==> src/rtl/hilo_pkg.sv <==
// rtl/hilo_pkg.sv - shared op encodings, FSM states and width for the HI/LO multiply unit
package hilo_pkg;

    localparam int XLEN = 32;

    typedef enum logic [1:0] {
        OP_MULT  = 2'b00,
        OP_MULTU = 2'b01,
        OP_MADDU = 2'b10,
        OP_RSVD  = 2'b11
    } op_e;

    typedef enum logic [1:0] {
        IDLE = 2'b00,
        CALC = 2'b01,
        FIX  = 2'b10
    } state_e;

    function automatic logic [XLEN-1:0] magnitude(input logic [XLEN-1:0] v);
        return v[XLEN-1] ? (~v + 1'b1) : v;
    endfunction

endpackage

==> src/rtl/hilo_mult_iter_core.sv <==
// rtl/hilo_mult_iter_core.sv - radix-2^RADIX_BITS shift-add datapath for the unsigned magnitude product
module mult_iter_core
    import hilo_pkg::*;
#(
    parameter int RADIX_BITS = 1
) (
    input  logic              clk,
    input  logic              rst,
    input  logic              load_i,
    input  logic              step_i,
    input  logic [XLEN-1:0]   mcand_i,
    input  logic [XLEN-1:0]   mplier_i,
    output logic [2*XLEN-1:0] prod_o,
    output logic              last_o
);

    localparam int N_ITER = XLEN / RADIX_BITS;
    localparam int CNT_W  = $clog2(N_ITER);

    logic [2*XLEN-1:0]        prod_q, prod_d;
    logic [XLEN-1:0]          mcand_q;
    logic [XLEN-1:0]          mplier_q;
    logic [CNT_W-1:0]         cnt_q;
    logic [XLEN+RADIX_BITS-1:0] partial;
    logic [XLEN+RADIX_BITS-1:0] sum;

    // Right-shifting product: the upper half absorbs digit*mcand, which never exceeds XLEN+RADIX_BITS bits.
    always_comb begin
        partial = (XLEN+RADIX_BITS)'(mplier_q[RADIX_BITS-1:0]) * (XLEN+RADIX_BITS)'(mcand_q);
        sum     = (XLEN+RADIX_BITS)'(prod_q[2*XLEN-1:XLEN]) + partial;
        prod_d  = {sum, prod_q[XLEN-1:RADIX_BITS]};
    end

    always_ff @(posedge clk) begin
        if (rst) begin
            prod_q   <= '0;
            mcand_q  <= '0;
            mplier_q <= '0;
            cnt_q    <= '0;
        end else if (load_i) begin
            prod_q   <= '0;
            mcand_q  <= mcand_i;
            mplier_q <= mplier_i;
            cnt_q    <= '0;
        end else if (step_i) begin
            prod_q   <= prod_d;
            mplier_q <= mplier_q >> RADIX_BITS;
            cnt_q    <= cnt_q + CNT_W'(1);
        end
    end

    assign prod_o = prod_q;
    assign last_o = (cnt_q == CNT_W'(N_ITER - 1));

endmodule

==> src/rtl/hilo_mult_unit.sv <==
// rtl/hilo_mult_unit.sv - iterative MULT/MULTU/MADDU unit owning HI/LO, with EX/ID stall
// Optional HILO_EARLY_ZERO_EN: a zero operand skips the iteration phase.
module hilo_mult_unit
    import hilo_pkg::*;
#(
    parameter int RADIX_BITS = 1
) (
    input  logic            clk,
    input  logic            rst,
    input  logic            start_i,
    input  logic [1:0]      op_i,
    input  logic [XLEN-1:0] src_a_i,
    input  logic [XLEN-1:0] src_b_i,
    input  logic            rd_req_i,
    input  logic            rd_sel_i,
    output logic [XLEN-1:0] rd_data_o,
    output logic [XLEN-1:0] hi_o,
    output logic [XLEN-1:0] lo_o,
    output logic            busy_o,
    output logic            stall_o
);

    state_e            state_q, state_d;
    op_e               op_q;
    logic              sign_q;
    logic [XLEN-1:0]   hi_q, lo_q;
    logic [2*XLEN-1:0] hilo_d;
    logic [2*XLEN-1:0] prod;
    logic              accept, zero_opnd, is_mult, last;
    logic              load_en, step_en, hilo_we;

    assign is_mult = (op_i == OP_MULT);
    assign accept  = start_i && (op_i != OP_RSVD);

`ifdef HILO_EARLY_ZERO_EN
    assign zero_opnd = (src_a_i == '0) || (src_b_i == '0);
`else
    assign zero_opnd = 1'b0;
`endif

    mult_iter_core #(
        .RADIX_BITS (RADIX_BITS)
    ) u_core (
        .clk      (clk),
        .rst      (rst),
        .load_i   (load_en),
        .step_i   (step_en),
        .mcand_i  (is_mult ? magnitude(src_a_i) : src_a_i),
        .mplier_i (is_mult ? magnitude(src_b_i) : src_b_i),
        .prod_o   (prod),
        .last_o   (last)
    );

    always_ff @(posedge clk) begin
        if (rst) state_q <= IDLE;
        else     state_q <= state_d;
    end

    always_comb begin
        state_d = state_q;
        case (state_q)
            IDLE:    if (accept) state_d = zero_opnd ? FIX : CALC;
            CALC:    if (last)   state_d = FIX;
            FIX:     state_d = IDLE;
            default: state_d = IDLE;
        endcase
    end

    always_comb begin
        load_en = (state_q == IDLE) && accept;
        step_en = (state_q == CALC);
        hilo_we = (state_q == FIX);
        busy_o  = (state_q != IDLE);
    end

    always_comb begin
        hilo_d = {hi_q, lo_q};
        case (op_q)
            OP_MULT:  hilo_d = sign_q ? (~prod + 64'd1) : prod;
            OP_MULTU: hilo_d = prod;
            OP_MADDU: hilo_d = {hi_q, lo_q} + prod;
            default:  hilo_d = {hi_q, lo_q};
        endcase
    end

    always_ff @(posedge clk) begin
        if (rst) begin
            op_q   <= OP_MULT;
            sign_q <= 1'b0;
            hi_q   <= '0;
            lo_q   <= '0;
        end else begin
            if (load_en) begin
                op_q   <= op_e'(op_i);
                sign_q <= is_mult && (src_a_i[XLEN-1] ^ src_b_i[XLEN-1]);
            end
            if (hilo_we) begin
                hi_q <= hilo_d[2*XLEN-1:XLEN];
                lo_q <= hilo_d[XLEN-1:0];
            end
        end
    end

    // MOVE in the same IDLE cycle as an accept is older, so it reads pre-operation HI/LO.
    assign rd_data_o = rd_sel_i ? hi_q : lo_q;
    assign hi_o      = hi_q;
    assign lo_o      = lo_q;
    assign stall_o   = (start_i || rd_req_i) && busy_o;

endmodule

==> config.mk <==
export PLATFORM = sky130hd
export DESIGN_NAME = hilo_mult_unit
export DESIGN_NICKNAME = d
export VERILOG_FILES = /design/src/rtl/hilo_pkg.sv /design/src/rtl/hilo_mult_iter_core.sv /design/src/rtl/hilo_mult_unit.sv
export SDC_FILE = /design/constraint.sdc
export NUM_CORES = 1
export LEC_CHECK = 0
export BUFFER_PORTS_ARGS = -buffer_cell sky130_fd_sc_hd__buf_2
export CORE_MARGIN = 2
export CORE_UTILIZATION = 60
export CTS_BUF_LIST = sky130_fd_sc_hd__clkbuf_4
export DETAILED_ROUTE_END_ITERATION = 16
export PLACE_DENSITY = 0.9
export SLEW_MARGIN = 20
export SYNTH_ARGS = -nofsm -noshare
export SYNTH_HDL_FRONTEND = slang
export SYNTH_SLANG_ARGS = --single-unit
export TNS_END_PERCENT = 20
==> constraint.sdc <==
create_clock -name clk -period 11.3 [get_ports clk]
set_clock_uncertainty 0.1 [all_clocks]
set_input_delay 2.26 -clock clk [delete_from_list [all_inputs] [get_ports clk]]
set_output_delay 2.26 -clock clk [all_outputs]
set_load 0.05 [all_outputs]
==> results of run 1 <==
## registers in the layout (all words and copies together) (netlist names)
| register | cells |
|---|---|
| u_core.cnt_q | 5 |
| lo_o | 32 |
| u_core.prod_o | 64 |
| u_core.mplier_q | 32 |
| u_core.mcand_q | 32 |
| op_q | 2 |
| hi_o | 32 |
| state_q | 2 |
| sign_q | 1 |
## critical path, delay by kind of cell
family | cells | cell delay, ns
buffers and inverters | 2 | 0.83
multiplexers | 1 | 0.42
## power by group
group / internal [mW] / switching (mW) / total, mW
Combinational: 0.0806 / 0.163 / 0.244
Clock: 0.360 / 0.350 / 0.710
Sequential: 0.736 / 0.0193 / 0.755
## layout make-up
type,count,area [sq um],share of cell area [%]
timing repair buffer,187,986,5.41
clock inverter,33,200,1.10
sequential,202,4050,22.2
tap,341,427,2.34
inverter,47,176,0.967
antenna,2,5.00,0.0274
multi-input combinational,1912,11800,64.9
clock buffer,74,556,3.05
## worst max path at each step
stage / startpoint / end / slack (ns) / cells past startpoint
finish: rd_sel_i / rd_data_o[23] / 5.42 / 3
global route: rd_sel_i / rd_data_o[23] / 5.38 / 3
CTS: rd_sel_i / rd_data_o[23] / 5.44 / 3
detailed placement: rd_sel_i / rd_data_o[23] / 5.44 / 3
global placement: rd_sel_i / rd_data_o[21] / 5.50 / 3
floorplan: rd_sel_i / rd_data_o[1] / 5.18 / 3
## cell families after synthesis
logic type	synth area share, %
xor gates and xnor gates	8.55
adders and majority gates	8.00
AOI/OAI and AO/OA	27.9
and+or+nand+nor	24.5
muxes	2.10
DFF	24.4
buffers and inverters	4.53
## through the flow
step / util, % / setup WS, ns / cells / instance area (sq um) / power (mW)
final: 67.5 / 5.42 / 2798 / 18200 / 1.71
after global routing: 67.5 / 5.38 / 2797 / 18200 / 1.78
after CTS: 67.5 / 5.44 / 2796 / 18200 / 1.71
after detailed placement: 64.7 / 5.44 / 2689 / 17500 / 1.01
after global placement: 64.7 / 5.50 / 2689 / 17500 / 0.999
after floorplan: - / 5.18 / 2312 / 16600 / 0.935
## cells in the final DEF, fill, tap and decap left out, drive strengths merged, types with 7 or more instances in the layout
master and count:
and2 40, a221oi 11, o31ai 25, a211oi 73, o21ai 125, a311oi 45, a31oi 22, o31a 7
o21a 12, nand2 363, o41ai 11, nor2b 12, dfxtp 202, nor3 71, inv 48, o21bai 17
a21oi 242, nand2b 21, and3 15, o211ai 10, xnor2 88, a21o 44, mux2 31, xor2 74
clkinv 30, nor4 17, nand3 52, a221o 7, or3 22, a21boi 7, ha 103, buf 187
nor2 222, nand4 31, o22ai 12, clkbuf 74
## per-layer routing
metal / up-vias / global-route usage (%)
li1: 8630 / -
met1: 8483 / 47.5
met2: 1128 / 63.8
met3: 202 / 8.19
met4: 2 / 20.5
met5: - / 0
==> flow_summary_export.csv, run 1 <==
group,metric,value,unit
run_status,status,"finished, final reports clean",
timing,post-route-min-period,5.88,ns
yosys,yosys.area.top_type,"dfxtp_1",
layout,fillCellCount,2332,
clocking,cts-root-buf,"clkbuf_4",
worst_setup_path,crit_slowest_cell,"buf_2",
flow_run,drv_cap,0,
yosys,synthArstFlopShare,0,%
yosys,ys_warn_count,0,
detailed_routing,num_vias,18400,
clocking,cts.sinks,202,
yosys,synth_nets,2488,
die,coreArea,27000,sq um
yosys,seq_area_frac_synth,24.4,%
detailed_routing,wl_met1,22700,um
hold_path,whs_path_depth,2,
placed_design,routabilityCongestion,1.06,
placed_design,portBuffers,168,
clocking,cts_tree,"done",
timing,final_max_slew_viol_count,0,
timing,rsz0062_at_grt,"no",
layout,layout.nets,2583,
die,dieWidth,170,um
yosys,synth.most_common_cell,"nand2_1",
clocking,post_cts_buffers,0,
timing,final.period_utilization,52.1,%
worst_setup_path,rr_worst_depth,10,
timing,hold_slack,0.350,ns
clocking,htreeDepth,2,
yosys,synth_cell_types,73,
yosys,synthTopCellsByArea,"dfxtp_1 24%, nand2_1 8.2%, ha_1 7.8%, a21oi_1 7.3%, nor2_1 5.0%",
layout,drive_above_1_share,13.6,%
worst_setup_path,reg2reg_from,"u_core.prod_o[2]$_SDFFE_PP0P_",
hold_path,whs_endpoint,"u_core.mcand_q[21]$_SDFFE_PP0P_",
worst_setup_path,crit_path_max_incr_delay,0.62,ns
detailed_routing,routed_wl,57600,um
clocking,hold_buffers,0,
detailed_routing,drc,0,
hold_path,hold_class,"reg2reg",
grt,grt_pass1_wl,90000,um
worst_setup_path,critPathRequiredTime,8.94,ns
clocking,clockBufferDepth,3,
yosys,synth_flop_cell,"dfxtp_1",
detailed_routing,dr_wl_met2,26100,um
die,start_util,61.4,%
clocking,ctsResizeCount,0,
yosys,yosysTopAreaCellShare,24.4,%
power_and_ir_drop,powerDensity,93.7,nW/um^2
clocking,clkTransAtPathRegs,0.07,ns
detailed_routing,ant_nets,0,
grt,grt_max_degree,72,
worst_setup_path,r2r_slack,6.49,ns
power_and_ir_drop,peakVddDrop,65.9,uV
worst_setup_path,r2r-end,"hi_o[26]$_SDFFE_PP0P_",
die,rows,60,
die,die_area,29000,sq um
worst_setup_path,crit_arrival,3.52,ns
worst_setup_path,cp-end-kind,"primary output",
timing,finalSetupTns,0,ns
detailed_routing,wl_met3,5960,um
yosys,synth_edf_count,0,
die,io_pins,169,
yosys,netlist_area,16600,sq um
clocking,insertion_delay,0.73,ns
detailed_routing,drtIter0Drc,2126,
grt,grt_overflow,0,
timing,max_freq,170,MHz
hold_path,min-delay-start,"u_core.mcand_q[21]$_SDFFE_PP0P_",
timing,slew_headroom,19.1,%
worst_setup_path,criticalPathCategory,"in2out",
yosys,syn_inst,2312,
yosys,synth_commonest_cells,"363 x nand2_1, 242 x a21oi_1, 221 x nor2_1",
timing,hold_viol_final,0,
layout,synthToLayoutAreaGrowth,9.83,%
detailed_routing,drtPass1Iterations,6,
power_and_ir_drop,p_leak,7.92,nW
detailed_routing,highest_layer,"met5",
worst_setup_path,critical_path.startpoint_type,"input port",
clocking,numCtsBuffers,57,
worst_setup_path,crit_top_cell,"buf_2",
yosys,synth_area_per_cell,7.18,sq um
worst_setup_path,crit_chain,"buf_2 > mux2_2 > buf_2",
timing,worstMarginPinSlew,1.21,ns
worst_setup_path,path_max_fanout,33,
die,die_y,170,um
detailed_routing,wl_per_cell,20.6,um
grt,grt_pass1_vias,17200,
yosys,synth-seq-cells,202,
grt,antenna_found_initial,3,
timing,finalSetupViolations,0,
placed_design,place_hpwl,41900,um
detailed_routing,vias_per_cell,6.59,
grt,grt_usage,38.7,%
Note: power is estimated with default switching activity, not from simulation.
==> run 2: changes to the inputs <==
--- a/config.mk
+++ b/config.mk
@@ -7,10 +7,10 @@
 export LEC_CHECK = 0
 export BUFFER_PORTS_ARGS = -buffer_cell sky130_fd_sc_hd__buf_2
 export CORE_MARGIN = 2
-export CORE_UTILIZATION = 60
+export CORE_UTILIZATION = 56
 export CTS_BUF_LIST = sky130_fd_sc_hd__clkbuf_4
 export DETAILED_ROUTE_END_ITERATION = 16
-export PLACE_DENSITY = 0.9
+export PLACE_DENSITY = 0.88
 export SLEW_MARGIN = 20
 export SYNTH_ARGS = -nofsm -noshare
 export SYNTH_HDL_FRONTEND = slang
==> constraint.sdc (replaced) <==
create_clock -name clk -period 4.8 [get_ports clk]
set_clock_uncertainty 0.1 [all_clocks]
set_input_delay 0.96 -clock clk [delete_from_list [all_inputs] [get_ports clk]]
set_output_delay 0.96 -clock clk [all_outputs]
set_load 0.05 [all_outputs]
==> run 2 against run 1 <==
Compared with the run above:
- flip-flop and latch count is the same
- non-clock buffer count grew 8
- register-to-register slack lost 5.9 ns
- critical path type is now reg2reg
- first-iteration DRC count grew 8.9%
==> flow_summary_export.csv, run 2 (synthesis gave the netlist of run 1 again) <==
group,metric,value,unit
detailed_routing,wl_per_cell,19.8,um
layout,layout.nets,2588,
grt,grt_overflow,0,
timing,slew_headroom,24.0,%
timing,worstMarginPinSlew,1.14,ns
worst_setup_path,criticalPathCategory,"reg2reg",
clocking,numCtsBuffers,54,
clocking,cts.sinks,202,
detailed_routing,drtPass1Iterations,9,
placed_design,place_hpwl,41100,um
layout,largest_reg_flops,64,
layout,mostFrequentLayoutCell,"nand2_1",
die,start_util,56.5,%
layout,drive_above_1_share,13.7,%
power_and_ir_drop,powerDensity,212,nW/um^2
worst_setup_path,crit_arrival,4.71,ns
timing,hold_slack,0.348,ns
clocking,post_cts_buffers,0,
timing,hold_viol_final,0,
grt,grt_pass1_wl,88800,um
detailed_routing,drtIter0Drc,2316,
worst_setup_path,critPathRequiredTime,5.34,ns
clocking,insertion_delay,0.70,ns
die,coreArea,29400,sq um
power_and_ir_drop,p_int,2.72,mW
timing,max_freq,240,MHz
power_and_ir_drop,power_switching_share,29.9,%
timing,rsz0062_at_grt,"no",
clocking,clockBufferDepth,3,
clocking,cts-root-buf,"clkbuf_4",
placed_design,routabilityCongestion,1.04,
layout,synthToLayoutAreaGrowth,10.2,%
worst_setup_path,critPathLaunch,"u_core.mplier_q[0]$_SDFFE_PP0P_",
worst_setup_path,cp-endpoint,"u_core.prod_o[61]$_SDFFE_PP0P_",
placed_design,portBuffers,168,
die,dieWidth,176,um
worst_setup_path,path_max_fanout,33,
worst_setup_path,r2r-end,"u_core.prod_o[61]$_SDFFE_PP0P_",
power_and_ir_drop,peakVddDrop,159,uV
worst_setup_path,critical_path.startpoint_type,"flop",
placed_design,pre_cts_slack,0.772,ns
die,die_area,31000,sq um
die,die_y,176,um
timing,final.period_utilization,86.9,%
clocking,hold_buffers,0,
detailed_routing,num_vias,18400,
timing,fin_ws,0.628,ns
power_and_ir_drop,seqPwrFrac,45.9,%
timing,finalSetupViolations,0,
worst_setup_path,cp-end-kind,"flop",
power_and_ir_drop,power.share.clock,39.3,%
flow_run,drv_cap,0,
timing,finalSetupTns,0,ns
run_status,status,"finished, final reports clean",
hold_path,hold_class,"reg2reg",
worst_setup_path,rr_worst_depth,14,
worst_setup_path,r2r_slack,0.63,ns
grt,grt_max_degree,114,
clocking,htreeDepth,2,
timing,post-route-min-period,4.17,ns
grt,grt_pass1_vias,17100,
clocking,ctsResizeCount,0,
timing,final_max_slew_viol_count,0,
clocking,cts_tree,"done",
detailed_routing,vias_per_cell,6.50,
clocking,clkTransAtPathRegs,0.06,ns
detailed_routing,routed_wl,56300,um
power_and_ir_drop,p_comb_share,14.8,%
detailed_routing,ant_nets,0,
worst_setup_path,reg2reg_from,"u_core.mplier_q[0]$_SDFFE_PP0P_",
grt,antenna_found_initial,3,
power_and_ir_drop,p_sw,1.16,mW
grt,grt_usage,35.2,%
die,rows,63,
layout,final_cell_mix,"363 x nand2_1, 242 x a21oi_1, 221 x nor2_1",
die,io_pins,169,
power_and_ir_drop,p_leak,7.92,nW
detailed_routing,drc,0,
run 2: worst min-delay path by stage:
stage                                          from                         endpoint  slack, ns  cells past startpoint
floorplan           u_core.mcand_q[21]$_SDFFE_PP0P_  u_core.mcand_q[21]$_SDFFE_PP0P_       0.33                      2
global placement    u_core.mcand_q[21]$_SDFFE_PP0P_  u_core.mcand_q[21]$_SDFFE_PP0P_       0.34                      2
detailed placement  u_core.mcand_q[21]$_SDFFE_PP0P_  u_core.mcand_q[21]$_SDFFE_PP0P_       0.34                      2
CTS                 u_core.mcand_q[21]$_SDFFE_PP0P_  u_core.mcand_q[21]$_SDFFE_PP0P_       0.35                      2
global route        u_core.mcand_q[21]$_SDFFE_PP0P_  u_core.mcand_q[21]$_SDFFE_PP0P_       0.39                      2
finish              u_core.mcand_q[21]$_SDFFE_PP0P_  u_core.mcand_q[21]$_SDFFE_PP0P_       0.35                      2
run 2: per-stage QoR:
stage | utilization [%] | total power [mW] | cells | cell area, sq um
floorplan | - | 2.20 | 2312 | 16600
global placement | 59.9 | 2.35 | 2746 | 17600
detailed placement | 59.9 | 2.37 | 2746 | 17600
CTS | 62.2 | 3.90 | 2838 | 18300
global route | 62.2 | 4.05 | 2839 | 18300
finish | 62.2 | 3.88 | 2840 | 18300
run 2: area by class of cell:
| class | instances | area [sq um] |
|---|---|---|
| multi-input cells | 1912 | 11800 |
| fillers | 2640 | 11100 |
| flip-flops and latches | 202 | 4050 |
| repair buffers | 195 | 1060 |
| clock buffers | 78 | 586 |
| well taps | 390 | 488 |
| inverters | 47 | 176 |
| clock inverters | 14 | 90.1 |
| diodes | 2 | 5.00 |
run 2: power by group through the flow:
| stage | Combinational, mW | Clock, mW | Sequential [mW] |
|---|---|---|---|
| 2_1_floorplan | 0.404 | 0 | 1.80 |
| 3_3_place_gp | 0.537 | 0 | 1.82 |
| 3_5_place_dp | 0.556 | 0 | 1.82 |
| 4_1_cts | 0.558 | 1.56 | 1.78 |
| 5_1_grt | 0.627 | 1.63 | 1.79 |
| 6_report | 0.573 | 1.53 | 1.78 |
run 2: worst max-delay path: stages, from the launching register on:
cell and delay (ns):
dfxtp_1 0.52, and2_1 0.28, ha_1 0.22, fa_1 0.40, a21o_1 0.21, nand4_1 0.11, a21boi_0 0.19, o31ai_1 0.38
a31oi_1 0.26, a221oi_1 0.39, o32ai_1 0.17, o41ai_1 0.46, xnor2_1 0.18, nand2_1 0.07, a21oi_1 0.16
run 2: metal layers:
metal	global-route usage, %	share of wire [%]	up-vias
met5	0	0.032	-
met3	7.58	13	182
met4	17.0	4.5	2
met1	47.3	41	8457
li1	-	-	8613
met2	53.4	42	1192
